==> config.mk <==
export PLATFORM = sky130hd
export DESIGN_NAME = icache_line_reader
export DESIGN_NICKNAME = d
export VERILOG_FILES = /design/src/rtl/riscv_pkg.sv /design/src/rtl/icache_line_reader_assembler.sv /design/src/rtl/icache_line_reader.sv
export SDC_FILE = /design/constraint.sdc
export NUM_CORES = 1
export LEC_CHECK = 0
export ABC_AREA = 1
export CAP_MARGIN = 20
export CORE_AREA = 2 2 293 295
export CTS_BUF_LIST = sky130_fd_sc_hd__clkbuf_8 sky130_fd_sc_hd__clkbuf_16
export DETAILED_ROUTE_END_ITERATION = 8
export DIE_AREA = 0 0 295 297
export GPL_ROUTABILITY_DRIVEN = 0
export GPL_TIMING_DRIVEN = 0
export PLACE_DENSITY = 0.56
export RECOVER_POWER = 25
export SYNTH_ARGS = -nofsm -noshare
export SYNTH_HDL_FRONTEND = slang
export SYNTH_SLANG_ARGS = --single-unit
==> constraint.sdc <==
create_clock -name clk -period 2.43 [get_ports clk]
set_input_delay 0.3645 -clock clk [delete_from_list [all_inputs] [get_ports clk]]
set_output_delay 0.3645 -clock clk [all_outputs]
set_load 0.02 [all_outputs]
==> src/rtl/riscv_pkg.sv <==
// Shared bus/fetch definitions: line-fill FSM states, the Sysbus line read tag
// and line geometry constants.
package riscv_pkg;

  typedef enum logic [2:0] {
    ST_IDLE = 3'd0,
    ST_ARB  = 3'd1,
    ST_REQ  = 3'd2,
    ST_RESP = 3'd3,
    ST_DONE = 3'd4
  } line_rd_state_t;

  localparam int SYSBUS_TAG_W = 13;

  // Sysbus tag layout: {read/write, target, transaction id}.
  localparam logic       SYSBUS_READ   = 1'b1;
  localparam logic [3:0] SYSBUS_MEMORY = 4'b0001;
  localparam logic [7:0] SYSBUS_TXN_ID = 8'h00;

  localparam logic [SYSBUS_TAG_W-1:0] LINE_READ_TAG = {SYSBUS_READ, SYSBUS_MEMORY, SYSBUS_TXN_ID};

  localparam int LINE_BYTES    = 64;
  localparam int LINE_OFFSET_W = 6;

  function automatic logic [63:0] line_align(input logic [63:0] addr);
    return {addr[63:LINE_OFFSET_W], {LINE_OFFSET_W{1'b0}}};
  endfunction

endpackage

==> src/rtl/icache_line_reader_assembler.sv <==
// line_assembler: register file of BEATS bus beats forming one instruction line.
// Synchronous clear wipes every slot; otherwise one slot is written per enable.
module line_assembler #(
  parameter int DATA_W = 64,
  parameter int BEATS  = 8,
  parameter int IDX_W  = 3
) (
  input  logic                    clk,
  input  logic                    clear,
  input  logic                    wr_en,
  input  logic [IDX_W-1:0]        wr_idx,
  input  logic [DATA_W-1:0]       wr_data,
  output logic [DATA_W*BEATS-1:0] line
);

  logic [DATA_W-1:0] slots_q [BEATS];
  logic [DATA_W-1:0] slots_d [BEATS];

  always_comb begin
    slots_d = slots_q;
    if (clear) begin
      for (int i = 0; i < BEATS; i++) begin
        slots_d[i] = '0;
      end
    end else if (wr_en) begin
      slots_d[wr_idx] = wr_data;
    end
  end

  always_ff @(posedge clk) begin
    slots_q <= slots_d;
  end

  for (genvar g = 0; g < BEATS; g++) begin : g_pack
    assign line[g*DATA_W +: DATA_W] = slots_q[g];
  end

endmodule

==> src/rtl/icache_line_reader.sv <==
// Line fill engine: arbitrate for the system bus, issue one line read, collect
// BEATS response beats. Optional tag filtering: ICACHE_LINE_READER_TAGCHECK_EN.
module icache_line_reader
  import riscv_pkg::*;
#(
  parameter int BUS_DATA_WIDTH = 64,
  parameter int BUS_TAG_WIDTH  = 13,
  parameter int ADDRESS_WIDTH  = 64,
  parameter int BEATS          = 8
) (
  input  logic                             clk,
  input  logic                             reset,
  input  logic                             in_enable,
  input  logic [ADDRESS_WIDTH-1:0]         in_phy_addr,
  output logic                             out_ready,
  output logic [BUS_DATA_WIDTH*BEATS-1:0]  out_data,
  output logic                             abtr_reqcyc,
  input  logic                             abtr_grant,
  output logic                             bus_busy,
  output logic                             bus_reqcyc,
  output logic [BUS_DATA_WIDTH-1:0]        bus_req,
  output logic [BUS_TAG_WIDTH-1:0]         bus_reqtag,
  input  logic                             bus_reqack,
  input  logic                             bus_respcyc,
  input  logic [BUS_DATA_WIDTH-1:0]        bus_resp,
  input  logic [BUS_TAG_WIDTH-1:0]         bus_resptag,
  output logic                             bus_respack,
  output line_rd_state_t                   dbg_state
);

  localparam int CNT_W = $clog2(BEATS);
  localparam logic [CNT_W-1:0] LAST_BEAT = CNT_W'(BEATS - 1);
  localparam logic [BUS_TAG_WIDTH-1:0] READ_TAG = BUS_TAG_WIDTH'(LINE_READ_TAG);

  line_rd_state_t         state_q, state_d;
  logic [ADDRESS_WIDTH-1:0] addr_q, addr_d;
  logic [CNT_W-1:0]       beat_cnt_q, beat_cnt_d;
  logic                   beat_wr_en;
  logic                   beat_accept;
  logic                   unused_addr_bits;

  assign unused_addr_bits = ^in_phy_addr[LINE_OFFSET_W-1:0];

`ifdef ICACHE_LINE_READER_TAGCHECK_EN
  // Only the upper tag fields identify the transaction type; low id bits are ignored.
  assign beat_accept = (bus_resptag[BUS_TAG_WIDTH-1:8] == READ_TAG[BUS_TAG_WIDTH-1:8]);
`else
  logic unused_resptag;
  assign unused_resptag = ^{bus_resptag, READ_TAG};
  assign beat_accept    = 1'b1;
`endif

  // Handshakes: abtr_reqcyc holds until abtr_grant; bus_reqcyc/bus_req/bus_reqtag
  // hold (from registers only) until bus_reqack; each bus_respcyc cycle in RESP is
  // acknowledged combinationally by bus_respack in that same cycle.
  always_comb begin
    state_d     = state_q;
    addr_d      = addr_q;
    beat_cnt_d  = beat_cnt_q;
    beat_wr_en  = 1'b0;
    out_ready   = 1'b0;
    abtr_reqcyc = 1'b0;
    bus_busy    = 1'b0;
    bus_reqcyc  = 1'b0;
    bus_req     = '0;
    bus_reqtag  = '0;
    bus_respack = 1'b0;

    unique case (state_q)
      ST_IDLE: begin
        if (in_enable) begin
          addr_d  = {in_phy_addr[ADDRESS_WIDTH-1:LINE_OFFSET_W], {LINE_OFFSET_W{1'b0}}};
          state_d = ST_ARB;
        end
      end
      ST_ARB: begin
        abtr_reqcyc = 1'b1;
        if (abtr_grant) begin
          state_d = ST_REQ;
        end
      end
      ST_REQ: begin
        bus_busy   = 1'b1;
        bus_reqcyc = 1'b1;
        bus_req    = BUS_DATA_WIDTH'(addr_q);
        bus_reqtag = READ_TAG;
        if (bus_reqack) begin
          beat_cnt_d = '0;
          state_d    = ST_RESP;
        end
      end
      ST_RESP: begin
        bus_busy = 1'b1;
        if (bus_respcyc) begin
          bus_respack = 1'b1;
          if (beat_accept) begin
            beat_wr_en = 1'b1;
            beat_cnt_d = beat_cnt_q + 1'b1;
            if (beat_cnt_q == LAST_BEAT) begin
              state_d = ST_DONE;
            end
          end
        end
      end
      ST_DONE: begin
        out_ready = 1'b1;
        state_d   = ST_IDLE;
      end
      default: begin
        state_d = ST_IDLE;
      end
    endcase
  end

  always_ff @(posedge clk) begin
    if (reset) begin
      state_q    <= ST_IDLE;
      addr_q     <= '0;
      beat_cnt_q <= '0;
    end else begin
      state_q    <= state_d;
      addr_q     <= addr_d;
      beat_cnt_q <= beat_cnt_d;
    end
  end

  assign dbg_state = state_q;

  line_assembler #(
    .DATA_W (BUS_DATA_WIDTH),
    .BEATS  (BEATS),
    .IDX_W  (CNT_W)
  ) u_line_assembler (
    .clk     (clk),
    .clear   (reset),
    .wr_en   (beat_wr_en),
    .wr_idx  (beat_cnt_q),
    .wr_data (bus_resp),
    .line    (out_data)
  );

endmodule

== Yosys cells after proc, flatten, opt, wreduce, memory -nomap -nowiden ==
Cells that the tools add are included.
Word-level totals
  register bits: 576
  bits of input ports: 147
  output and inout bits: 597
  word-level logic and storage cells: 52
Cells by class
  $add $sub $neg: 1
  magnitude comparators: 2
  eq/ne operators: 10
  mux-type cells: 20
  bitwise gates (word level): 1
  reductions and logical operators: 7
Operators with widths (count)
  $bwmux W512: 1
  $demux W64 S3: 1
  $mux W64: 2
  $mux W3: 7
  $mux W13: 1
  $pmux W3 S4: 1
  $ne A2 B2 Y1 const B: 5
  $eq A3 B2 Y1 const B: 2
  $eq A3 B3 Y1 const B: 2
  $mux W1: 6
  $pmux W3 S2: 1
  $reduce_and A5 Y1: 1
  $ge A4 B4 Y1 const B: 1
  $lt A4 B1 Y1 const B: 1
  $not A3 Y4: 1
  $add A3 B1 Y3 const B: 1
  $eq A3 B1 Y1 const B: 1
  $logic_not A3 Y1: 1
  $reduce_and A3 Y1: 1
  $reduce_and A2 Y1: 1
  $reduce_bool A2 Y1: 1
  $reduce_or A2 Y1: 1
  $logic_and A1 B1 Y1: 1

== Logic depth before layout (Yosys ltp) ==
Gate-level depths: netlist of the first run.
  depth in word-level cells: 6
  mapped depth: 8
  gate-level depth less buffers: 8

== By module ==
Synthesis of the first run repeated with hierarchy kept, for this count alone.
Second synthesis, totals
  cells, all modules: 3256
  area, all modules: 23004.6 µm²
By module, submodules not included
  line_assembler: instances 1, cells each 2858, area each 20161.8 µm², seq. area each 10249.8 µm²
  icache_line_reader: instances 1, cells each 398, area each 2842.7 µm², seq. area each 1281.2 µm²

== Worst setup path after synthesis of the first run ==
No wires, ideal clock.
  path kind: register to output
  start: register state_q[0], in the netlist dbg_state[0]
  end: output port bus_reqtag[12]
  arrival: 1.504 ns
  data required time: 2.066 ns
  slack: 0.561 ns
  cell stages (with the launch flop): 6
  buffers on the path: 2
  cells stage by stage: dfxtp_1 > nor2_1 > nand2_1 > clkbuf_1 > inv_1 > buf_4
On the way
  longest elaborated chain between the ends: 2
RTL lines
  start, declared: line icache_line_reader.sv:35  | line_rd_state_t state_q, state_d;
  start signal, assigned: line icache_line_reader.sv:121  | state_q <= state_d;
  $eq A3 B2 Y1: line icache_line_reader.sv:69  | unique case (state_q)
  $mux W13: line icache_line_reader.sv:69
  end, declared: line icache_line_reader.sv:22  | output logic [BUS_TAG_WIDTH-1:0] bus_reqtag,
Every way passes these cells.

== Worst setup path after layout of the first run ==
  start: register state_q[2], in the netlist dbg_state[2]
  end: output port bus_req[41]
On the way
  longest elaborated chain between the ends: 2
RTL lines
  $eq A3 B2 Y1: line icache_line_reader.sv:69
  $mux W64: line icache_line_reader.sv:69
  end, declared: line icache_line_reader.sv:21  | output logic [BUS_DATA_WIDTH-1:0] bus_req,
Every way passes these cells.

==> results.yml, run 1 <==
routing:
  met1Wirelength_mm: 44.1
  drt-wirelength-per-cell_um: 23.7
  wirelength_mm: 111
  ant_nets: 0
  drc: 0
  top_layer: "met5"
  via_per_inst: 4.76
  num_vias: 22300
  firstDrtPassIters: 6
  route.met3.wl_mm: 11.1
  wl_met2_mm: 52.3
  dr.first_iter.drc_count: 1498
placement:
  io_buffers: 642
  dpl.hpwl_mm: 80.1
  detailedPlace.worstSlack_ns: -0.603
power_and_ir_drop:
  cellInternalPower_mw: 17.0
  p_switching_mw: 8.11
  power_density_mw_per_mm2: 793
  p_comb_frac: 0.185
  p_seq_frac: 0.401
  ir_worst_vdd_v: 0.000456
  fin_total_pwr_mw: 25.1
  leakage_nw: 11.4
  switching_share: 0.323
  p_clk_frac: 0.414
critical_path:
  crit_start: "dbg_state[2]"
  crit_path_start_kind: "flip-flop"
  r2r_slack_ns: 0.16
  cp.depth: 5
  worstReg2RegStart: "dbg_state[2]"
  cp_max_fo: 10
  worstPathArrival_ns: 1.97
  crit_chain: "nor2_4 -> nand2_2 -> clkbuf_4 -> nor2_2 -> clkdlybuf4s15_2"
  crit_required_ns: 2.07
  critPathCapture: "bus_req[41]"
  critPathTopFamily: "buffers and inverters"
  r2r_cells: 8
  end_kind: "output pin"
  cp_num_buf_inv: 2
  cp_slowest_cell: "dfxtp_2"
  r2r-end: "u_line_assembler.line[325]"
  slowest_delay_ns: 0.36
  crit_type: "flip-flop to output pin"
final_layout:
  fin_util: 0.375
  area_growth_pct: 48.1
  num-nets-final: 3630
  final_cell_mix: "dfxtp_1 (574), a21oi_1 (571), nand2_1 (464)"
  drive_above_1_share: 0.0821
  final_common_cell: "dfxtp_1"
die:
  placementRows: 107
  io_pins: 744
  die_y_um: 297
  core_sq_mm: 0.0845
  dieWidth_um: 295
  start_util: 0.253
  dieArea_sq_mm: 0.0876
run_status:
  status: "finished, final reports clean"
clock_tree:
  clockRootBuffer: "clkbuf_16"
  numCtsBuffers: 69
  cts_max_path_buffers: 3
  clock_sinks: 576
  clk_pin_slew_worst_paths_ns: 0.06
  cts_tree: "done"
  hold_buffers: 0
  htreeDepth: 3
  clk_latency_ns: 0.64
timing:
  timing.fmax_mhz: 428
  tns_ns: 0
  max_slew.worst_pin.slew_ns: 1.03
  fin_crit_sh: 0.962
  rsz0062_at_grt: "yes"
  worst_hold_slack_ns: 0.123
  fin_crit_ns: 2.34
  hold_viol: 0
  final-max-slew-violation-count: 0
  slew-limit-headroom: 0.310
  setup_viol: 0
  worst_slack_ns: 0.0933
  finClkSkew_ns: 0.0434
yosys:
  syn_area_per_cell_sq_um: 7.80
  synth_top_area_frac: 0.539
  synth_seq_cells: 576
  synth_warnings: 0
  synthesis.instances: 2742
  seq_area_frac_synth: 0.539
  synth.area.top_cells: "dfxtp_1 (54%), a21oi_1 (13%), nand3_1 (11%)"
  synth_area_sq_mm: 0.0214
  yosysTopAreaCell: "dfxtp_1"
  ys_types: 23
global_routing:
  antenna_found_initial: 7
  grt_overflow: 0
  grt_pass1_wl_mm: 154
  grt_pass1_vias: 21000
  grt_usage: 0.242
  grt_max_degree: 13
min_path:
  worstHoldPathType: "primary input to flip-flop"
  min_from: "bus_resp[33]"
flow_run:
  drv_cap: 0
cells by family (layout without fill, tap and decap cells):
logic type      count (synthesis)  in the layout  share of synthesized area
compound gates                697            697                      0.163
fa+ha+maj                       2              2                    0.00117
buf+inv                       456           1229                     0.0899
flops                         576            576                      0.539
other cells                     1             23                   0.000175
simple gates                 1010           1010                      0.206
cell usage after synthesis:
cell / instances
dfxtp_1: 576
a21oi_1: 571
nand2_1: 470
nand3_1: 453
clkbuf_1: 183
inv_1: 133
o21ai_0: 113
buf_2: 96
nor2_1: 79
buf_4: 24
buf_1: 16
o21ai_1: 13
inv_2: 3
ha_1: 2
nor3_1: 2
clkinv_1: 1
conb_1: 1
nand2_2: 1
nand3_4: 1
nand3b_1: 1
nand4_1: 1
nor2_4: 1
nor2_8: 1
worst min-delay path: stages:
cell and delay [ns]:
buf_2 0.18, nand3_1 0.10, a21oi_1 0.06
area by class of cell:
cell class,instances,area (sq um)
antenna,6,15.0
buffer,319,1440
timing repair buffer,652,6450
fill,8862,52800
tap,1144,1430
sequential,576,11500
clock buffer,82,1910
clock inverter,39,350
multi-input combinational,1726,8030
inverter,137,514
power by group through the flow:
stage / clock [mW] / sequential (mW) / combinational, mW
3_5_place_dp: 0 / 10.3 / 4.69
2_1_floorplan: 0 / 10.4 / 2.40
5_1_grt: 10.9 / 10.1 / 5.03
4_1_cts: 10.6 / 10.1 / 4.71
6_report: 10.4 / 10.1 / 4.66
3_3_place_gp: 0 / 10.3 / 4.68
per-layer routing:
| metal | up-vias | global-route usage |
|---|---|---|
| met1 | 10700 | 0.292 |
| li1 | 10600 | - |
| met2 | 895 | 0.402 |
| met4 | 4 | 0.0769 |
| met3 | 152 | 0.0843 |
| met5 | - | 0 |
stage by stage:
step | cell area (sq um) | instances
floorplan | 21400 | 2758
global placement | 29300 | 4544
detailed placement | 29400 | 4549
CTS | 31700 | 4673
global route | 31700 | 4676
finish | 31700 | 4681
how the worst min path moves through the flow:
stage	end	slack [ns]	depth (start not counted)
after global placement	u_line_assembler.line[395]	0.43	2
after global routing	u_line_assembler.line[161]	0.11	3
after floorplan	addr_q[10]	0.43	2
after detailed placement	u_line_assembler.line[402]	0.43	2
final	u_line_assembler.line[33]	0.12	3
after CTS	u_line_assembler.line[161]	0.09	3
timing repair:
item	4_1_cts	5_1_grt
pin swaps	1	1
resized for setup	127	61
setup endpoints to repair	229	136
cloned	0	0
buffers inserted	3	2
sequential cells by signal, summed over array words and instances (netlist names):
name / count
dbg_state: 3
beat_cnt_q: 3
u_line_assembler.line: 512
addr_q: 58
(Power assumes the default switching activity.)
==> run 2, diff against run 1 <==
--- a/config.mk
+++ b/config.mk
@@ -11,7 +11,7 @@
 export CTS_BUF_LIST = sky130_fd_sc_hd__clkbuf_8 sky130_fd_sc_hd__clkbuf_16
 export DETAILED_ROUTE_END_ITERATION = 8
 export DIE_AREA = 0 0 295 297
-export GPL_ROUTABILITY_DRIVEN = 0
+export GPL_ROUTABILITY_DRIVEN = 1
 export GPL_TIMING_DRIVEN = 0
 export PLACE_DENSITY = 0.56
 export RECOVER_POWER = 25
==> results of run 2 <==
The final DEF is identical to that of run 1; final timing and power are the same.
==> run 3, diff against run 2 <==
--- a/config.mk
+++ b/config.mk
@@ -7,14 +7,16 @@
 export LEC_CHECK = 0
 export ABC_AREA = 1
 export CAP_MARGIN = 20
-export CORE_AREA = 2 2 293 295
+export CORE_AREA = 2 2 292 294
 export CTS_BUF_LIST = sky130_fd_sc_hd__clkbuf_8 sky130_fd_sc_hd__clkbuf_16
+export CTS_CLUSTER_SIZE = 14
 export DETAILED_ROUTE_END_ITERATION = 8
-export DIE_AREA = 0 0 295 297
+export DIE_AREA = 0 0 294 296
 export GPL_ROUTABILITY_DRIVEN = 1
 export GPL_TIMING_DRIVEN = 0
-export PLACE_DENSITY = 0.56
+export PLACE_DENSITY = 0.58
 export RECOVER_POWER = 25
 export SYNTH_ARGS = -nofsm -noshare
 export SYNTH_HDL_FRONTEND = slang
+export SYNTH_HIERARCHICAL = 1
 export SYNTH_SLANG_ARGS = --single-unit
==> run 3 against run 2 <==
Against the previous run: combinational power grew 24%; sequential cell count is the same; final cell count grew 11%; first-iteration DRC count grew 5.8%; clock skew shrank 0.014 ns; sequential share of layout area shrank 2.5 points; clock power is essentially flat; wire length shrank 2.5%; non-clock buffer count grew 5; synthesized area grew 7.6%; total power grew 4.1%.
==> results.yml, run 3 <==
clock_tree:
  clk_pin_slew_worst_paths_ns: 0.06
  clk_latency_ns: 0.62
  cts_tree: "done"
  htreeDepth: 3
  clockRootBuffer: "clkbuf_16"
  numCtsBuffers: 69
  clock_sinks: 576
  cts_max_path_buffers: 3
timing:
  setup_viol: 0
  hold_viol: 0
  fin_crit_ns: 2.33
  finClkSkew_ns: 0.0294
  final-max-slew-violation-count: 0
  tns_ns: 0
  timing.fmax_mhz: 429
  slew-limit-headroom: 0.461
  max_slew.worst_pin.slew_ns: 0.808
  rsz0062_at_grt: "no"
  fin_crit_sh: 0.958
final_layout:
  fin_util: 0.403
  fillers: 8902
  num-nets-final: 4216
  area_growth_pct: 47.6
  largest_reg_flops: 512
  final_common_cell: "nor2_1"
  drive_above_1_share: 0.0870
  n_antenna_cell: 0
  seq_area_sq_mm: 0.0115
  final_cell_mix: "nor2_1 (1094), nand2_1 (592), dfxtp_1 (573)"
  multi_input_area_sq_mm: 0.00950
yosys:
  synth_area_sq_mm: 0.0230
  synth.area.top_cells: "dfxtp_1 (50%), nor2_1 (18%), nand3_1 (9.8%)"
  async_flop_share: 0
  yosysTopAreaCell: "dfxtp_1"
  ys_types: 25
  synth_common_cells: "nor2_1 (1100), nand2_1 (593), dfxtp_1 (576), nand3_1 (451), inv_1 (138)"
  synth-edff-count: 0
  seq_area_frac_synth: 0.501
  yosysMostFrequentCell: "nor2_1"
  synth_seq_cells: 576
  synth_top_area_frac: 0.501
  synth_warnings: 6
  synthesis.instances: 3256
  syn_area_per_cell_sq_um: 7.07
  synthFlopType: "dfxtp_1"
critical_path:
  cp_max_fo: 10
  crit_required_ns: 2.07
  crit_path_start_kind: "flip-flop"
  cp_common_cell: "buf_4"
  slowest_delay_ns: 0.37
  crit_chain: "nor2_4 -> nand2_4 -> buf_4 -> inv_2 -> buf_4 -> dlygate4sd2_1"
  cp_slowest_cell: "dfxtp_2"
  end_kind: "output pin"
  crit_type: "flip-flop to output pin"
  worstPathArrival_ns: 1.96
global_routing:
  grt_pass1_vias: 22300
  grt_usage: 0.240
  grt_max_degree: 13
  grt_pass1_wl_mm: 153
  antenna_found_initial: 2
  grt_overflow: 0
placement:
  dpl.hpwl_mm: 80.3
  place_congestion: 0.853
  io_buffers: 707
routing:
  ant_nets: 0
  drt-wirelength-per-cell_um: 20.8
  dr.first_iter.drc_count: 1585
  via_per_inst: 4.61
  drc: 0
  firstDrtPassIters: 9
  num_vias: 24000
  wirelength_mm: 108
min_path:
  worstHoldPathType: "primary input to flip-flop"
die:
  dieWidth_um: 294
  start_util: 0.273
  core_sq_mm: 0.0842
  placementRows: 107
  die_y_um: 296
  dieArea_sq_mm: 0.0870
  io_pins: 744
power_and_ir_drop:
  ir_worst_vdd_v: 0.000542
  power_density_mw_per_mm2: 770
  leakage_nw: 14.5
flow_run:
  drv_cap: 0
run_status:
  status: "finished, final reports clean"
[run 3: power by group]
group | total (mW) | leakage, nW | switching [mW] | internal, mW
sequential | 10.2 | 4.65 | 0.255 | 9.95
combinational | 5.77 | 8.72 | 4.14 | 1.62
clock | 10.2 | 1.13 | 4.30 | 5.88
[run 3: final timing paths]
kind                    from                        end  slack [ns]  depth (start not counted)
max             dbg_state[0]             bus_reqtag[12]        0.10                          6
min          in_phy_addr[46]                 addr_q[46]        0.36                          3
max reg2reg     dbg_state[1]  u_line_assembler/line[65]        0.16                          9
min reg2reg       addr_q[15]                 addr_q[15]        0.45                          2
[run 3: final cells by class]
type | count | share of cell area
Tap cell | 1090 | 0.0402
Timing Repair Buffer | 724 | 0.215
Sequential cell | 576 | 0.340
Inverter | 143 | 0.0158
Clock buffer | 83 | 0.0572
Buffer | 252 | 0.0446
Clock inverter | 34 | 0.00730
Multi-Input combinational cell | 2301 | 0.280
[run 3: stage by stage]
stage                     setup WS (ns)  total power [mW]  instance area (sq um)  std cells  hold WS, ns
after floorplan                   0.176              13.7                  23100       3272        0.430
after global placement           -0.953              16.2                  31500       5069        0.439
after detailed placement         -0.724              16.2                  31500       5071        0.443
after CTS                       -0.0309              26.5                  34000       5202        0.336
after global routing             0.0188              27.3                  34000       5203        0.399
final                             0.101              26.1                  34000       5203        0.363
[run 3: logic make-up after synthesis]
logic type,count (synthesis),share of synthesized area
adder cells (fa/ha/maj),2,0.00109
flip-flops,576,0.501
buffers and inverters,395,0.0900
AND/OR/NAND/NOR,2160,0.381
AO/OA/AOI/OAI,122,0.0265
other,1,0.000163
[run 3: critical path: cells and delay by family, from the launching register on]
family,cells,cell delay [ns]
buf+inv,4,0.73
flops,1,0.37
simple gates,2,0.27
[run 3: routing by layer]
layer	GRT usage	routed length, um	up-vias
met5	0	13	-
met4	0.0800	3420	2
met3	0.0601	9230	159
met2	0.417	51800	936
met1	0.290	43700	11200
li1	-	-	11700
[run 3: repair_timing]
item / CTS / global route
buffers inserted: 14 / 1
hold buffers: 0 / 0
gates cloned: 0 / 0
hold endpoints to repair: 0 / 0
pin swaps: 5 / 1
resized for setup: 177 / 7
setup endpoints to repair: 572 / 33
